## config.mk

```make
export PLATFORM = sky130hd
export DESIGN_NAME = fp32_mul_sequencer
export DESIGN_NICKNAME = d
export VERILOG_FILES = /design/src/rtl/fp32_mul_sequencer.sv
export SDC_FILE = /design/constraint.sdc
export NUM_CORES = 1
export LEC_CHECK = 0
export CORE_ASPECT_RATIO = 0.9
export CORE_UTILIZATION = 45
export CTS_CLUSTER_SIZE = 12
export DETAILED_ROUTE_END_ITERATION = 8
export PLACE_DENSITY = 0.69
export SETUP_SLACK_MARGIN = 0.1
export SLEW_MARGIN = 40
export SYNTH_ARGS = -nofsm -noshare
export SYNTH_HDL_FRONTEND = slang
export SYNTH_SLANG_ARGS = --single-unit
```

## constraint.sdc

```tcl
create_clock -name clk -period 3.6 [get_ports clk]
set_input_delay 0.54 -clock clk [delete_from_list [all_inputs] [get_ports clk]]
set_output_delay 0.54 -clock clk [all_outputs]
set_load 0.01 [all_outputs]
```

## src/rtl/fp32_mul_sequencer.sv

```systemverilog
// fp32_mul_sequencer: operand-issue and result-capture stage around a start/done FP32
// multiplier core. Operand pairs enter through a DEPTH-entry FIFO. One pair at a time is
// issued to the multiplier, and each product is held on a valid/ready output stream.
// Optional build macro: FP32_MUL_SEQ_TAG_EN adds an 8-bit tag that travels with each pair.

module fp32_mul_sequencer #(
  parameter int unsigned DEPTH = 4,
  localparam int unsigned PTR_W = $clog2(DEPTH),
  localparam int unsigned CNT_W = $clog2(DEPTH + 1)
) (
  input  logic             clk,
  input  logic             reset,
  // operand stream
  input  logic             in_valid,
  output logic             in_ready,
  input  logic [31:0]      in_a,
  input  logic [31:0]      in_b,
`ifdef FP32_MUL_SEQ_TAG_EN
  input  logic [7:0]       in_tag,
  output logic [7:0]       out_tag,
`endif
  // product stream
  output logic             out_valid,
  input  logic             out_ready,
  output logic [31:0]      out_result,
  // multiplier core handshake
  output logic [31:0]      mul_a,
  output logic [31:0]      mul_b,
  output logic             mul_start,
  input  logic [31:0]      mul_result,
  input  logic             mul_done,
  // status
  output logic [CNT_W-1:0] count,
  output logic             busy
);

  localparam logic [1:0] ST_IDLE  = 2'd0;
  localparam logic [1:0] ST_ISSUE = 2'd1;
  localparam logic [1:0] ST_WAIT  = 2'd2;
  localparam logic [1:0] ST_HOLD  = 2'd3;

  // FIFO storage and bookkeeping
  logic [31:0]      r_mem_a [DEPTH];
  logic [31:0]      r_mem_b [DEPTH];
  logic [PTR_W-1:0] r_wr_ptr;
  logic [PTR_W-1:0] r_rd_ptr;
  logic [CNT_W-1:0] r_count;

  // Sequencer state and output registers
  logic [1:0]       r_state;
  logic [31:0]      r_mul_a;
  logic [31:0]      r_mul_b;
  logic             r_mul_start;
  logic             r_out_valid;
  logic [31:0]      r_out_result;

`ifdef FP32_MUL_SEQ_TAG_EN
  logic [7:0]       r_mem_t [DEPTH];
  logic [7:0]       r_mul_tag;
  logic [7:0]       r_out_tag;
`endif

  // Next-state and control strobes
  logic [1:0]       w_state_d;
  logic             w_push;
  logic             w_pop;
  logic             w_capture;
  logic             w_out_clr;
  logic             w_full;
  logic             w_nonempty;

  assign w_full     = (r_count == CNT_W'(DEPTH));
  assign w_nonempty = (r_count != '0);
  assign w_push     = in_valid && !w_full;

  // Sequencer control: decides pops, product capture and output release
  always_comb begin
    w_state_d = r_state;
    w_pop     = 1'b0;
    w_capture = 1'b0;
    w_out_clr = 1'b0;
    case (r_state)
      ST_IDLE: begin
        if (w_nonempty) begin
          w_pop     = 1'b1;
          w_state_d = ST_ISSUE;
        end
      end
      ST_ISSUE: begin
        w_state_d = ST_WAIT;
      end
      ST_WAIT: begin
        // Only place where the multiplier's done pulse is honoured
        if (mul_done) begin
          w_capture = 1'b1;
          w_state_d = ST_HOLD;
        end
      end
      ST_HOLD: begin
        if (r_out_valid && out_ready) begin
          w_out_clr = 1'b1;
          // Pop straight into ISSUE so back-to-back products are 5 cycles apart
          if (w_nonempty) begin
            w_pop     = 1'b1;
            w_state_d = ST_ISSUE;
          end else begin
            w_state_d = ST_IDLE;
          end
        end
      end
      default: begin
        w_state_d = ST_IDLE;
      end
    endcase
  end

  // State register
  always_ff @(posedge clk or posedge reset) begin
    if (reset) begin
      r_state <= ST_IDLE;
    end else begin
      r_state <= w_state_d;
    end
  end

  // FIFO pointers and occupancy; pointers wrap naturally since DEPTH is a power of two
  always_ff @(posedge clk or posedge reset) begin
    if (reset) begin
      r_wr_ptr <= '0;
      r_rd_ptr <= '0;
      r_count  <= '0;
    end else begin
      if (w_push) begin
        r_wr_ptr <= r_wr_ptr + PTR_W'(1);
      end
      if (w_pop) begin
        r_rd_ptr <= r_rd_ptr + PTR_W'(1);
      end
      case ({w_push, w_pop})
        2'b10:   r_count <= r_count + CNT_W'(1);
        2'b01:   r_count <= r_count - CNT_W'(1);
        default: r_count <= r_count;
      endcase
    end
  end

  // FIFO storage write; contents need no reset since occupancy gates every read
  always_ff @(posedge clk) begin
    if (w_push) begin
      r_mem_a[r_wr_ptr] <= in_a;
      r_mem_b[r_wr_ptr] <= in_b;
`ifdef FP32_MUL_SEQ_TAG_EN
      r_mem_t[r_wr_ptr] <= in_tag;
`endif
    end
  end

  // Multiplier operands: loaded only on a pop, so they stay put through ISSUE and WAIT
  always_ff @(posedge clk or posedge reset) begin
    if (reset) begin
      r_mul_a     <= '0;
      r_mul_b     <= '0;
      r_mul_start <= 1'b0;
`ifdef FP32_MUL_SEQ_TAG_EN
      r_mul_tag   <= '0;
`endif
    end else begin
      // Every pop enters ISSUE, so the registered strobe is high for exactly that cycle
      r_mul_start <= w_pop;
      if (w_pop) begin
        r_mul_a   <= r_mem_a[r_rd_ptr];
        r_mul_b   <= r_mem_b[r_rd_ptr];
`ifdef FP32_MUL_SEQ_TAG_EN
        r_mul_tag <= r_mem_t[r_rd_ptr];
`endif
      end
    end
  end

  // Output register: capture on done in WAIT, hold until the consumer takes it
  always_ff @(posedge clk or posedge reset) begin
    if (reset) begin
      r_out_valid  <= 1'b0;
      r_out_result <= '0;
`ifdef FP32_MUL_SEQ_TAG_EN
      r_out_tag    <= '0;
`endif
    end else if (w_capture) begin
      r_out_valid  <= 1'b1;
      r_out_result <= mul_result;
`ifdef FP32_MUL_SEQ_TAG_EN
      r_out_tag    <= r_mul_tag;
`endif
    end else if (w_out_clr) begin
      r_out_valid  <= 1'b0;
    end
  end

  assign in_ready   = !w_full;
  assign out_valid  = r_out_valid;
  assign out_result = r_out_result;
  assign mul_a      = r_mul_a;
  assign mul_b      = r_mul_b;
  assign mul_start  = r_mul_start;
  assign count      = r_count;
  assign busy       = (r_state != ST_IDLE) || w_nonempty;
`ifdef FP32_MUL_SEQ_TAG_EN
  assign out_tag    = r_out_tag;
`endif

endmodule

```

==> metrics.txt, run 1 <==
pre-CTS WS 0.972 ns; CTS buffer count 39; die width 184 µm; Switching Power just over 4 mW; starting density of the core 0.461; yosys warns 0; Clock Latency Late Sink around 0.51 ns; worst endpoint required time 3.06 ns; Final period util 0.803; CP delay by family, top buffers and inverters; CTS max path bufs 3; Crit Path Max Fanout 4; worst path cell trace inv_1 > ha_1 > nor4b_1 > inv_1 > clkdlybuf4s50_1; hold crit path type primary input to async pin; PwrDens 873 nW/µm²; Placer Congestion slightly above 0.7; min Tclk post-route slightly below 3 ns; Fillers about 2100; global-route wire length before repair 40.6 mm; Yosys cell types 30; drt pass-1 iters 4; largest net degree at the start of global routing 67; setup violators final 0; crit path launch type flip-flop; nets 942; RSZ-0062 raised after global routing false; worst setup path start r_state[0]$_DFFE_PP0P_; critical path class flip-flop to output pin; post-synth top area cell edfxtp_1; Area growth syn-to-layout 29.1%; number of cells on the critical path 5; Die H ~170 µm; CTS Sinks about 360; Reg2Reg Depth 9; most frequent cell after synthesis edfxtp_1; die area approximately 31000 µm²; post_cts resized 0; Worst R2R End count[2]$_DFFE_PP0P_; share of cells above drive strength 1 0.273; core area approximately 30000 µm²; leak pwr between 6 and 7 nW; synth top area cells edfxtp_1, dfrtp_1, mux4_2; vias 6486; final worst setup slack between 0.7 and 0.8 ns; post-layout power between 15 and 20 mW; routed wire length ~26 mm; Seq pwr share 0.424; Synth Register Bits about 360; hold_buf cts 0; crit path to busy; Post-Syn Area per Cell ~22 µm²; Post-Route Setup TNS 0 ns; max incr delay on CP approximately 0.52 ns; relative max-transition margin 0.583; via/cell ratio a little over 5; I/O pins slightly above 200; Port Buf Inserts approximately 200; combinational group share of total power 0.316; top cells by count, synth edfxtp_1, dfrtp_1, mux2_2; Post-CTS Setup Inserts 0; MaxCap Viol Count 0; Worst-Margin Slew around 0.62 ns; R2R setup slack between 1 and 1.5 ns; total global routing overflow 0; vias in the first global route just over 7000; DRC viols 0; worst hold margin approximately 0.45 ns; Fin. Hold Viols 0; EDFF count, synth 256; Synth Net Count ~710; Clock Skews 0.0111 ns; clock root cell clkbuf_16; Synth Cell Area between 10000 and 15000 µm²; CTS tree built; clk slew on worst S/H paths approximately 0.06 ns; DRT antenna net count 0; antenna violations before repair 1; Slew Limit Fails 0; internal power component between 10 and 15 mW; Worst setup EP type output pin; # diodes 0; top cell type's share of synthesized area 0.572; Sw Ratio 0.273; slowest CP cell nor4b_1; site row count 59; Seq/Total Area, Yosys 0.771; Tot GR Track Use 0.176; # H-tree levels 2; critical path arrival ~2.4 ns; cell repeated most along the worst path inv_1; FF-to-FF Start count[0]$_DFFE_PP0P_; post-DP HPWL 15.6 mm; status completed; Peak VDD IR about 0.6 mV; Post-synth ARST share 0.295; Clk pwr share 0.260; 1st-iter DRT viols 388; Cells after Synth 600; ys flop type edfxtp_1; Max Fclk ~0.35 GHz; drt wl/cell just over 20 µm; Worst Path Buf+Inv 3
worst min-delay path by stage:
stage                              startpoint                          to  depth (start not counted)
detailed placement  out_result[2]$_DFFE_PP0P_   out_result[2]$_DFFE_PP0P_                          1
global placement       r_state[0]$_DFFE_PP0P_      r_state[0]$_DFFE_PP0P_                          1
floorplan              r_state[0]$_DFFE_PP0P_      r_state[0]$_DFFE_PP0P_                          1
CTS                 out_result[2]$_DFFE_PP0P_   out_result[2]$_DFFE_PP0P_                          1
finish                                  reset  out_result[31]$_DFFE_PP0P_                          2
global route                            reset  out_result[31]$_DFFE_PP0P_                          2
final cells by class:
type                            count  area [µm²]  area share
Clock inverter                      4        42.5     0.00245
Multi-Input combinational cell    202        2920       0.168
Timing Repair Buffer              214        2230       0.128
Tap cell                          396         495      0.0285
Inverter                           11        46.3     0.00267
Clock buffer                       67        1260      0.0724
Sequential cell                   363       10400       0.598
routing by layer:
| metal | global-route usage | part of all wire |
|---|---|---|
| met2 | 0.312 | 0.52 |
| met1 | 0.214 | 0.40 |
| met3 | 0.0404 | 0.057 |
| met5 | 0 | 0.00050 |
| met4 | 0.0536 | 0.021 |
layout by cell type (no fill, tap or decap), drive strengths merged:
cell           netlist  final
a21boi               1      1
a31oi                1      1
a41oi                1      1
and2                 1      1
and3                 4      4
buf                 20     11
bufinv               0      1
clkbuf               4     67
clkdlybuf4s50        0    203
clkinv               0      3
dfrtp              107    107
edfxtp             256    256
fa                   1      1
ha                   9      9
inv                 11     11
mux2                98     98
mux2i                1      1
mux4                64     64
nand2                4      4
nand2b               1      1
nor2                 2      2
nor2b                1      1
nor3                 3      3
nor4b                2      2
o41a                 1      1
or3b                 1      1
xnor2                2      2
xor2                 4      4
through the flow:
stage / cell area [µm²] / util / instances
2_1_floorplan: 13500 / - / 600
3_3_place_gp: 16000 / 0.549 / 1184
3_5_place_dp: 16100 / 0.551 / 1186
4_1_cts: 17400 / 0.595 / 1257
5_1_grt: 17400 / 0.595 / 1257
6_report: 17400 / 0.595 / 1257
power groups by stage:
| stage | sequential, mW | combinational, mW | clock (mW) |
|---|---|---|---|
| 6_report | 6.42 | 4.79 | 3.94 |
| 5_1_grt | 6.56 | 5.12 | 4.19 |
| 4_1_cts | 6.45 | 4.90 | 4.03 |
| 3_5_place_dp | 6.52 | 4.88 | 0 |
| 3_3_place_gp | 6.56 | 4.58 | 0 |
| 2_1_floorplan | 6.53 | 2.65 | 0 |
state kept, by name (all words and copies together), names as in the netlist:
name	flops
r_rd_ptr	2
r_wr_ptr	2
r_mem_a	128
mul_b	32
r_state	2
count	3
mul_start	1
out_valid	1
out_result	32
mul_a	32
r_mem_b	128
cells by family after synthesis:
group / synth area share
adders and majority gates: 0.00986
and+or+nand+nor: 0.00874
xor gates and xnor gates: 0.00391
AOI/OAI and AO/OA: 0.00251
buffers and inverters: 0.0144
muxes: 0.190
DFF: 0.771
No activity file was read; power rests on OpenSTA's default activity.
==> run 2: changes to the inputs <==
clock period = 2.95 ns   (was 3.6 ns; I/O delays follow)
==> metrics.txt, run 2 (same netlist as run 1, synthesis figures left out) <==
die width about 180 µm; Final period util 0.868; largest net degree at the start of global routing 67; Fillers around 2100; Fin. Hold Viols 0; 1st-iter DRT viols 349; share of cells above drive strength 1 0.267; vias ~6500; Clock Skews about 0.021 ns; Seq pwr share 0.433; Area growth syn-to-layout 28.4%; combinational group share of total power 0.320; RSZ-0062 raised after global routing false; leading cell types in the layout, fill and taps excluded edfxtp_1, clkdlybuf4s50_1, dfrtp_1, mux2_2, mux4_2; antenna violations before repair 1; Peak VDD IR 0.603 mV; vias in the first global route 7222; clock root cell clkbuf_16; I/O pins 204; pre-CTS WS between 0.4 and 0.5 ns; nets about 940; global-route wire length before repair roughly 41 mm; routed wire length 26.1 mm; most common cell after layout, fill and taps aside edfxtp_1; critical path arrival between 2 and 2.5 ns; Max Fclk 0.391 GHz; CTS max path bufs 3; Slew Limit Fails 0; Clock Latency Late Sink around 0.5 ns; Post-Route Setup TNS 0 ns; drt wl/cell roughly 21 µm; die area roughly 30000 µm²; min Tclk post-route between 2 and 3 ns; Worst setup EP type output pin; Tot GR Track Use 0.178; DRC viols 0; core area between 20000 and 30000 µm²; worst endpoint required time 2.51 ns; Reg2Reg Depth 9; relative max-transition margin 0.663; setup violators final 0; CTS buffer count 38; drt pass-1 iters 4; Port Buf Inserts about 200; CTS tree built; Crit Path Max Fanout 4; PwrDens 1050 nW/µm²; hold crit path type primary input to async pin; internal power component roughly 13 mW; Worst-Margin Slew between 0.5 and 0.6 ns; # H-tree levels 2; status completed; critical path class flip-flop to output pin; starting density of the core 0.461; DRT antenna net count 0; Placer Congestion ~0.72; crit path launch type flip-flop; Switching Power between 4 and 5 mW; total global routing overflow 0; Sw Ratio 0.276; CTS Sinks around 360; post-DP HPWL 15.5 mm; Die H 166 µm; final worst setup slack 0.390 ns; Clk pwr share 0.247; clk slew on worst S/H paths roughly 0.060 ns; MaxCap Viol Count 0; top flop regs r_mem_a x128, r_mem_b x128; leak pwr between 6 and 7 nW; site row count 59; via/cell ratio about 5.2
run 2: repair_timing:
item | 4_1_cts | 5_1_grt
buffers inserted | 0 | 0
hold buffers | 0 | 0
resized for setup | 0 | 1
endpoints found under the setup margin | 0 | 1
run 2: layout make-up:
type,count,area [µm²],share of cell area
flip-flops and latches,363,10400,0.601
multi-input cells,202,2920,0.169
repair buffers,217,2270,0.131
clock buffers,62,1070,0.0621
well taps,396,495,0.0287
clock inverters,6,86.3,0.00500
inverters,11,45.0,0.00261
diodes,1,2.50,0.000145
run 2: layer usage:
metal	track usage	vias to the layer above	part of all wire
met2	0.306	183	0.51
met5	0	-	0
met4	0.0601	0	0.029
met3	0.0349	54	0.059
met1	0.227	3399	0.41
li1	-	2867	-
run 2: through the flow:
stage / total power, mW / hold WS, ns / utilization / area, µm² / std cells
6_report: 18.1 / 0.294 / 0.592 / 17300 / 1258
3_3_place_gp: 13.6 / 0.486 / 0.551 / 16100 / 1188
4_1_cts: 18.4 / 0.286 / 0.592 / 17300 / 1257
3_5_place_dp: 13.9 / 0.492 / 0.552 / 16100 / 1189
2_1_floorplan: 11.2 / 0.472 / - / 13500 / 600
5_1_grt: 19.1 / 0.297 / 0.592 / 17300 / 1258
run 2: worst max-delay path, stage by stage (launching register included):
cell and delay, ns:
dfrtp_1 0.40, inv_1 0.13, ha_1 0.18, nor4b_2 0.33, inv_1 0.08, clkdlybuf4s50_1 0.49
run 2: worst paths after layout:
check	slack, ns	end	startpoint
worst min register to register	0.50	out_result[27]$_DFFE_PP0P_	out_result[27]$_DFFE_PP0P_
worst min-delay path	0.29	r_state[1]$_DFFE_PP0P_	reset
worst max-delay path	0.39	busy	r_state[0]$_DFFE_PP0P_
worst max register to register	0.55	count[2]$_DFFE_PP0P_	count[0]$_DFFE_PP0P_
max in group asynchronous	2.08	mul_a[23]$_DFFE_PP0P_	reset
min in group clk	0.50	out_result[27]$_DFFE_PP0P_	out_result[27]$_DFFE_PP0P_
run 2: power groups by stage:
stage | clock network (mW) | logic [mW] | registers (mW)
finish | 4.47 | 5.80 | 7.85
global route | 4.79 | 6.23 | 8.04
CTS | 4.58 | 5.94 | 7.89
detailed placement | 0 | 5.92 | 7.97
global placement | 0 | 5.74 | 7.88
floorplan | 0 | 3.23 | 7.97
